**config.mk**
```make
export PLATFORM = sky130hd
export DESIGN_NAME = nf10_axis_egress_monitor
export DESIGN_NICKNAME = d
export VERILOG_FILES = /design/src/rtl/nf10_axis_egress_monitor.sv
export SDC_FILE = /design/constraint.sdc
export NUM_CORES = 2
export LEC_CHECK = 0
export ABC_AREA = 1
export BUFFER_PORTS_ARGS = -buffer_cell sky130_fd_sc_hd__buf_2
export CAP_MARGIN = 5
export CORE_AREA = 2 2 361 363
export DETAILED_ROUTE_END_ITERATION = 12
export DIE_AREA = 0 0 363 365
export SYNTH_ARGS = -nofsm -noshare
export SYNTH_HDL_FRONTEND = slang
export SYNTH_SLANG_ARGS = --single-unit
```
**constraint.sdc**
```tcl
create_clock -name aclk -period 3.37 [get_ports aclk]
set_input_delay 0.674 -clock aclk [delete_from_list [all_inputs] [get_ports aclk]]
set_output_delay 0.674 -clock aclk [all_outputs]
set_load 0.01 [all_outputs]
```
**src/rtl/nf10_axis_egress_monitor.sv**
```systemverilog
`default_nettype none
// ============================================================================
// Module      : nf10_axis_egress_monitor
// Description : AXI4-Stream register slice for an output-queue egress port.
//               It forwards beats with one cycle of latency through a two-entry
//               skid buffer. It checks framing (tuser length against counted
//               bytes, tstrb contiguity) and keeps packet, byte and error
//               counters.
// Revision    : 1.0 - initial release
// ============================================================================
module nf10_axis_egress_monitor #(
    parameter int C_AXIS_DATA_WIDTH  = 256,
    parameter int C_AXIS_TUSER_WIDTH = 128,
    parameter int C_CNT_WIDTH        = 32
) (
    input  logic                            aclk,
    input  logic                            aresetn,
    input  logic [C_AXIS_DATA_WIDTH-1:0]    s_axis_tdata,
    input  logic [C_AXIS_DATA_WIDTH/8-1:0]  s_axis_tstrb,
    input  logic [C_AXIS_TUSER_WIDTH-1:0]   s_axis_tuser,
    input  logic                            s_axis_tvalid,
    output logic                            s_axis_tready,
    input  logic                            s_axis_tlast,
    output logic [C_AXIS_DATA_WIDTH-1:0]    m_axis_tdata,
    output logic [C_AXIS_DATA_WIDTH/8-1:0]  m_axis_tstrb,
    output logic [C_AXIS_TUSER_WIDTH-1:0]   m_axis_tuser,
    output logic                            m_axis_tvalid,
    input  logic                            m_axis_tready,
    output logic                            m_axis_tlast,
    output logic [C_CNT_WIDTH-1:0]          pkt_count,
    output logic [C_CNT_WIDTH-1:0]          byte_count,
    output logic [15:0]                     len_err_count,
    output logic                            strb_err,
    output logic                            err_pulse
);

    localparam int C_STRB_W = C_AXIS_DATA_WIDTH / 8;
    localparam int C_BB_W   = $clog2(C_STRB_W + 1);
    localparam int C_BEAT_W = C_AXIS_DATA_WIDTH + C_STRB_W + C_AXIS_TUSER_WIDTH + 1;

    typedef enum logic [0:0] {
        ST_IDLE   = 1'b0,
        ST_IN_PKT = 1'b1
    } state_t;

    // Datapath storage: main register drives m_axis, skid catches the beat in flight
    logic [C_BEAT_W-1:0]    main_q, main_d, skid_q, skid_d;
    logic                   main_vld_q, main_vld_d, skid_vld_q, skid_vld_d;
    logic                   s_rdy_q, s_rdy_d;

    // Framing monitor state
    state_t                 state_q, state_d;
    logic [16:0]            acc_q, acc_d;
    logic [15:0]            exp_len_q, exp_len_d;
    logic [C_CNT_WIDTH-1:0] pkt_cnt_q, byte_cnt_q;
    logic [15:0]            len_err_cnt_q;
    logic                   strb_err_q, err_pulse_q;

    logic                   w_in_hs;
    logic [C_BEAT_W-1:0]    w_in_beat;
    logic [C_BB_W-1:0]      w_beat_bytes;
    logic [C_STRB_W-1:0]    w_strb_inc;
    logic [17:0]            w_acc_sum;
    logic [16:0]            w_acc_sat;
    logic                   w_eop;
    logic                   w_len_err;
    logic                   w_strb_viol;

    assign w_in_hs    = s_axis_tvalid & s_rdy_q;
    assign w_in_beat  = {s_axis_tdata, s_axis_tstrb, s_axis_tuser, s_axis_tlast};
    assign w_strb_inc = s_axis_tstrb + C_STRB_W'(1);
    assign w_acc_sum  = {1'b0, acc_q} + 18'(w_beat_bytes);
    assign w_acc_sat  = w_acc_sum[17] ? 17'h1FFFF : w_acc_sum[16:0];

    // A last beat must be a non-empty run of ones from bit 0 (x & (x+1) == 0);
    // every other beat must be fully populated.
    assign w_strb_viol = w_in_hs & (s_axis_tlast
                         ? ((s_axis_tstrb == '0) || ((s_axis_tstrb & w_strb_inc) != '0))
                         : (s_axis_tstrb != '1));

    assign w_len_err = w_eop & (acc_d != {1'b0, exp_len_d});

    // Byte count of the current beat (popcount of tstrb)
    always_comb begin
        w_beat_bytes = '0;
        for (int i = 0; i < C_STRB_W; i++) begin
            w_beat_bytes = w_beat_bytes + C_BB_W'(s_axis_tstrb[i]);
        end
    end

    // Skid-buffer next state: refill main from skid first to preserve order
    always_comb begin
        main_d     = main_q;
        main_vld_d = main_vld_q;
        skid_d     = skid_q;
        skid_vld_d = skid_vld_q;
        if (!main_vld_q || m_axis_tready) begin
            if (skid_vld_q) begin
                main_d     = skid_q;
                main_vld_d = 1'b1;
                skid_vld_d = 1'b0;
            end else if (w_in_hs) begin
                main_d     = w_in_beat;
                main_vld_d = 1'b1;
            end else begin
                main_vld_d = 1'b0;
            end
        end else if (w_in_hs) begin
            skid_d     = w_in_beat;
            skid_vld_d = 1'b1;
        end
    end

    // Ready is registered and reflects whether the skid slot will be free
    assign s_rdy_d = ~skid_vld_d;

    // Datapath registers
    always_ff @(posedge aclk or negedge aresetn) begin
        if (!aresetn) begin
            main_q     <= '0;
            main_vld_q <= 1'b0;
            skid_q     <= '0;
            skid_vld_q <= 1'b0;
            s_rdy_q    <= 1'b0;
        end else begin
            main_q     <= main_d;
            main_vld_q <= main_vld_d;
            skid_q     <= skid_d;
            skid_vld_q <= skid_vld_d;
            s_rdy_q    <= s_rdy_d;
        end
    end

    // Framing FSM next state: track expected length and accumulated bytes
    always_comb begin
        state_d   = state_q;
        acc_d     = acc_q;
        exp_len_d = exp_len_q;
        w_eop     = 1'b0;
        if (w_in_hs) begin
            case (state_q)
                ST_IDLE: begin
                    exp_len_d = s_axis_tuser[15:0];
                    acc_d     = 17'(w_beat_bytes);
                    if (s_axis_tlast) begin
                        w_eop = 1'b1;
                    end else begin
                        state_d = ST_IN_PKT;
                    end
                end
                ST_IN_PKT: begin
                    acc_d = w_acc_sat;
                    if (s_axis_tlast) begin
                        w_eop   = 1'b1;
                        state_d = ST_IDLE;
                    end
                end
                default: state_d = ST_IDLE;
            endcase
        end
    end

    // FSM state and counter registers
    always_ff @(posedge aclk or negedge aresetn) begin
        if (!aresetn) begin
            state_q       <= ST_IDLE;
            acc_q         <= '0;
            exp_len_q     <= '0;
            pkt_cnt_q     <= '0;
            byte_cnt_q    <= '0;
            len_err_cnt_q <= '0;
            strb_err_q    <= 1'b0;
            err_pulse_q   <= 1'b0;
        end else begin
            state_q     <= state_d;
            acc_q       <= acc_d;
            exp_len_q   <= exp_len_d;
            strb_err_q  <= strb_err_q | w_strb_viol;
            err_pulse_q <= w_len_err | w_strb_viol;
            if (w_in_hs) begin
                byte_cnt_q <= byte_cnt_q + C_CNT_WIDTH'(w_beat_bytes);
            end
            if (w_eop) begin
                pkt_cnt_q <= pkt_cnt_q + C_CNT_WIDTH'(1);
            end
            if (w_len_err && (len_err_cnt_q != 16'hFFFF)) begin
                len_err_cnt_q <= len_err_cnt_q + 16'd1;
            end
        end
    end

    assign s_axis_tready = s_rdy_q;
    assign m_axis_tvalid = main_vld_q;
    assign {m_axis_tdata, m_axis_tstrb, m_axis_tuser, m_axis_tlast} = main_q;
    assign pkt_count     = pkt_cnt_q;
    assign byte_count    = byte_cnt_q;
    assign len_err_count = len_err_cnt_q;
    assign strb_err      = strb_err_q;
    assign err_pulse     = err_pulse_q;

endmodule
`default_nettype wire
```
==> reports/qor.csv <==
stage,metric,value,unit
outcome,status,"complete, but fails checks",
outcome,failing checks,negative setup slack,
detailed_routing,post-route ant nets,0,
timing,# setup viols final,66,
final_layout,FILL cells,12500,
timing,Slew Limit Fails,0,
detailed_routing,DR WL/cell,19.2,um
final_layout,Final nets,5786,
timing,RSZ-0062 raised after global routing,yes,
worst_setup_path,slowest CP cell,fa_1,
hold_path,Hold Path Depth,2,
worst_setup_path,worst-path maximum fanout,8,
detailed_routing,Residual DRC,0,
timing,max_slew headroom,0.176,
worst_setup_path,Reg-to-Reg End,len_err_count[7]$_DFFE_PN0P_,
power,leak pwr,25.3,nW
yosys,commonest cells in the netlist,"nand2_1 (1127), dfrtp_1 (953), nor2_1 (536)",
global_route,all-layer global routing usage,0.200,
yosys,Synth Flop Type,dfrtp_1,
yosys,"EDFF count, synth",0,
yosys,Post-Synthesis Mean Instance Area,9.75,um^2
yosys,"Seq/Total Area, Yosys",0.565,
clock_network,clk slew on worst S/H paths,0.06,ns
placement,IO Port Bufs,921,
timing,Final period util,1.91,
clock_network,clock root cell,clkbuf_16,
placement,Final GP Congestion,0.890,
floorplan,Die Ht,365,um
yosys,post-synth cell types,52,
hold_path,Worst Hold Launch,s_axis_tdata[202],
clock_network,"Clk Latency, worst-skew pair",0.71,ns
global_route,total grt overflow,0,
power,Tot Pwr,48.8,mW
detailed_routing,via count,34800,
floorplan,die area,0.132,mm^2
power,Flop pwr share,0.353,
worst_setup_path,worst-case reg-to-reg path depth,20,
floorplan,row count,132,
yosys,fraction of registers with async set/reset,1.00,
yosys,area share of the largest cell type after synthesis,0.565,
worst_setup_path,crit path DAT,7.04,ns
timing,Post-Route Skew,0.0380,ns
global_route,pin count of the biggest net entering global routing,158,
detailed_routing,Initial DRC Count,2428,
power,internal power,31.0,mW
final_layout,multi-input logic area,0.0171,mm^2
final_layout,layout cells sized above 1,0.344,
worst_setup_path,"Req. time, crit path",3.99,ns
yosys,"Warnings, synthesis",0,
worst_setup_path,"slowest stage delay, CP",0.55,ns
worst_setup_path,critical path capture point type,register,
power,maximum VDD drop,1.26,mV
floorplan,Die X-Extent,363,um
floorplan,I/O pin count,922,
yosys,synthesized instance count,4330,
detailed_routing,TritonRoute pass-1 iters,5,
yosys,Mapped Area,0.0422,mm^2
yosys,top-count cell post-synth,nand2_1,
detailed_routing,vias per cell,4.90,
power,Comb pwr share,0.404,
floorplan,placeable core area,0.129,mm^2
global_route,initial antenna violation count,48,
hold_path,Tightest Hold Check Type,in -> reg,
placement,HPWL after DPL,98.6,mm
timing,Final WS setup,-3.05,ns
worst_setup_path,CP Class,in -> reg,
timing,Final Critical Period,6.42,ns
final_layout,final instance area,0.0543,mm^2
floorplan,Starting Density,0.328,
final_layout,Syn-to-layout area delta,28.7,%
detailed_routing,WL final,136,mm
clock_network,TritonCTS clock tree,built,
yosys,Seq cells post-synth,953,
placement,pre-CTS setup slack,-3.80,ns
global_route,vias in the first global route,34000,
clock_network,CTS Sinks,953,
yosys,Post-Syn Nets,4801,
timing,Hold Fails Final Rpt,0,
yosys,ranking of synthesized cells by area,"dfrtp_1 (57%), nand2_1 (10%), mux2_2 (10%)",
hold_path,Worst Hold Path EP,skid_q[363]$_DFFE_PN0P_,
timing,Max Clk Rate,156,MHz
run,Max Cap Viol,0,
placement,placed cell areas,0.0500,mm^2
worst_setup_path,startpoint types,input port,
worst_setup_path,RR Startpoint,acc_q[0]$_DFF_PN0_,
final_layout,FF/Latch Area,0.0239,mm^2
power,PD cells,899,mW/mm^2
yosys,"area leader, netlist",dfrtp_1,
timing,worst hold margin,0.215,ns
clock_network,H-tree Lvls,3,
global_route,first-pass GRT wire length,206,mm
power,power share of the clock group,0.242,
timing,Slew @ Worst Pin,1.24,ns
power,Switching Power,17.8,mW
clock_network,CTS buffer count,104,
worst_setup_path,reg2reg setup slack,0.54,ns
power,Sw Ratio,0.364,
clock_network,clk buf depth,3,
[cell type report]
| type | instances | area share |
|---|---|---|
| Clock inverter | 43 | 0.00993 |
| Clock buffer | 151 | 0.0560 |
| Multi-Input combinational cell | 2914 | 0.316 |
| Timing Repair Buffer | 1128 | 0.124 |
| Antenna cell | 28 | 0.00129 |
| Tap cell | 1675 | 0.0386 |
| Sequential cell | 953 | 0.439 |
| Inverter | 214 | 0.0152 |
[power by group through the flow]
stage               sequential (mW)  clock (mW)  combinational, mW
floorplan                      17.7           0               9.96
global placement               17.3           0               17.1
detailed placement             17.4           0               17.5
CTS                            17.2        12.1               19.3
global route                   17.7        12.6               21.9
finish                         17.2        11.8               19.7
[registers in the layout (all words and copies together), names as in the netlist, 16 cells and up]
register	count
main_q	417
acc_q	17
skid_q	417
exp_len_q	16
pkt_count	32
len_err_count	16
byte_count	32
[placed cells by master, fill, tap and decap left out, types with 25 or more instances in the layout]
master and n:
nand2_1 1077, inv_1 185, clkbuf_16 105, buf_2 917, o21ai_0 33, nor3_1 31
mux2_2 373, a31oi_1 417, xor2_1 56, nand4_1 38, dfrtp_1 952, nor2_1 522
nand2_2 53, buf_4 155, diode_2 28, nand3_1 55, inv_2 25, buf_12 38
a21oi_1 55
[critical path: cells and delay by family]
family | cells | cell delay [ns]
simple gates | 19 | 1.63
fa+ha+maj | 9 | 3.75
buf+inv | 9 | 0.79
xor+xnor | 1 | 0.18
[timing repair]
item / 4_1_cts / 5_1_grt
setup buffers: 10 / 6
gates cloned: 3 / 0
hold buffers: 1 / 0
hold endpoints to repair: 26 / 0
pin swaps: 28 / 29
resized for setup: 82 / 55
setup endpoints to repair: 66 / 66
[cells by family after synthesis]
kind of cell	after synthesis	synth area share
fa+ha+maj	50	0.0195
flops	953	0.565
compound gates	535	0.0769
simple gates	1881	0.181
buf+inv	465	0.0427
xor+xnor	73	0.0152
mux	373	0.0995
[per-layer routing]
metal,part of all wire,track usage
met4,0.040,0.0749
met3,0.077,0.0591
met2,0.47,0.321
met5,0.0017,0
met1,0.41,0.254
[how the worst max path moves through the flow]
stage,slack (ns),endpoint,startpoint
after detailed placement,-3.80,len_err_count[7]$_DFFE_PN0P_,s_axis_tstrb[25]
after global routing,-3.33,len_err_count[2]$_DFFE_PN0P_,s_axis_tstrb[21]
after floorplan,-3.07,len_err_count[5]$_DFFE_PN0P_,s_axis_tstrb[17]
after CTS,-2.92,len_err_count[5]$_DFFE_PN0P_,s_axis_tstrb[17]
after global placement,-3.75,len_err_count[0]$_DFFE_PN0P_,s_axis_tstrb[25]
final,-3.05,len_err_count[7]$_DFFE_PN0P_,s_axis_tstrb[21]
[stage by stage]
stage	cells	setup TNS (ns)	util
after floorplan	4330	-163.81	-
after global placement	6865	-208.55	0.389
after detailed placement	6865	-210.58	0.389
after CTS	7073	-152.41	0.420
after global routing	7100	-174.06	0.422
final	7106	-159.55	0.422
No activity file was read; power rests on OpenSTA's default activity.
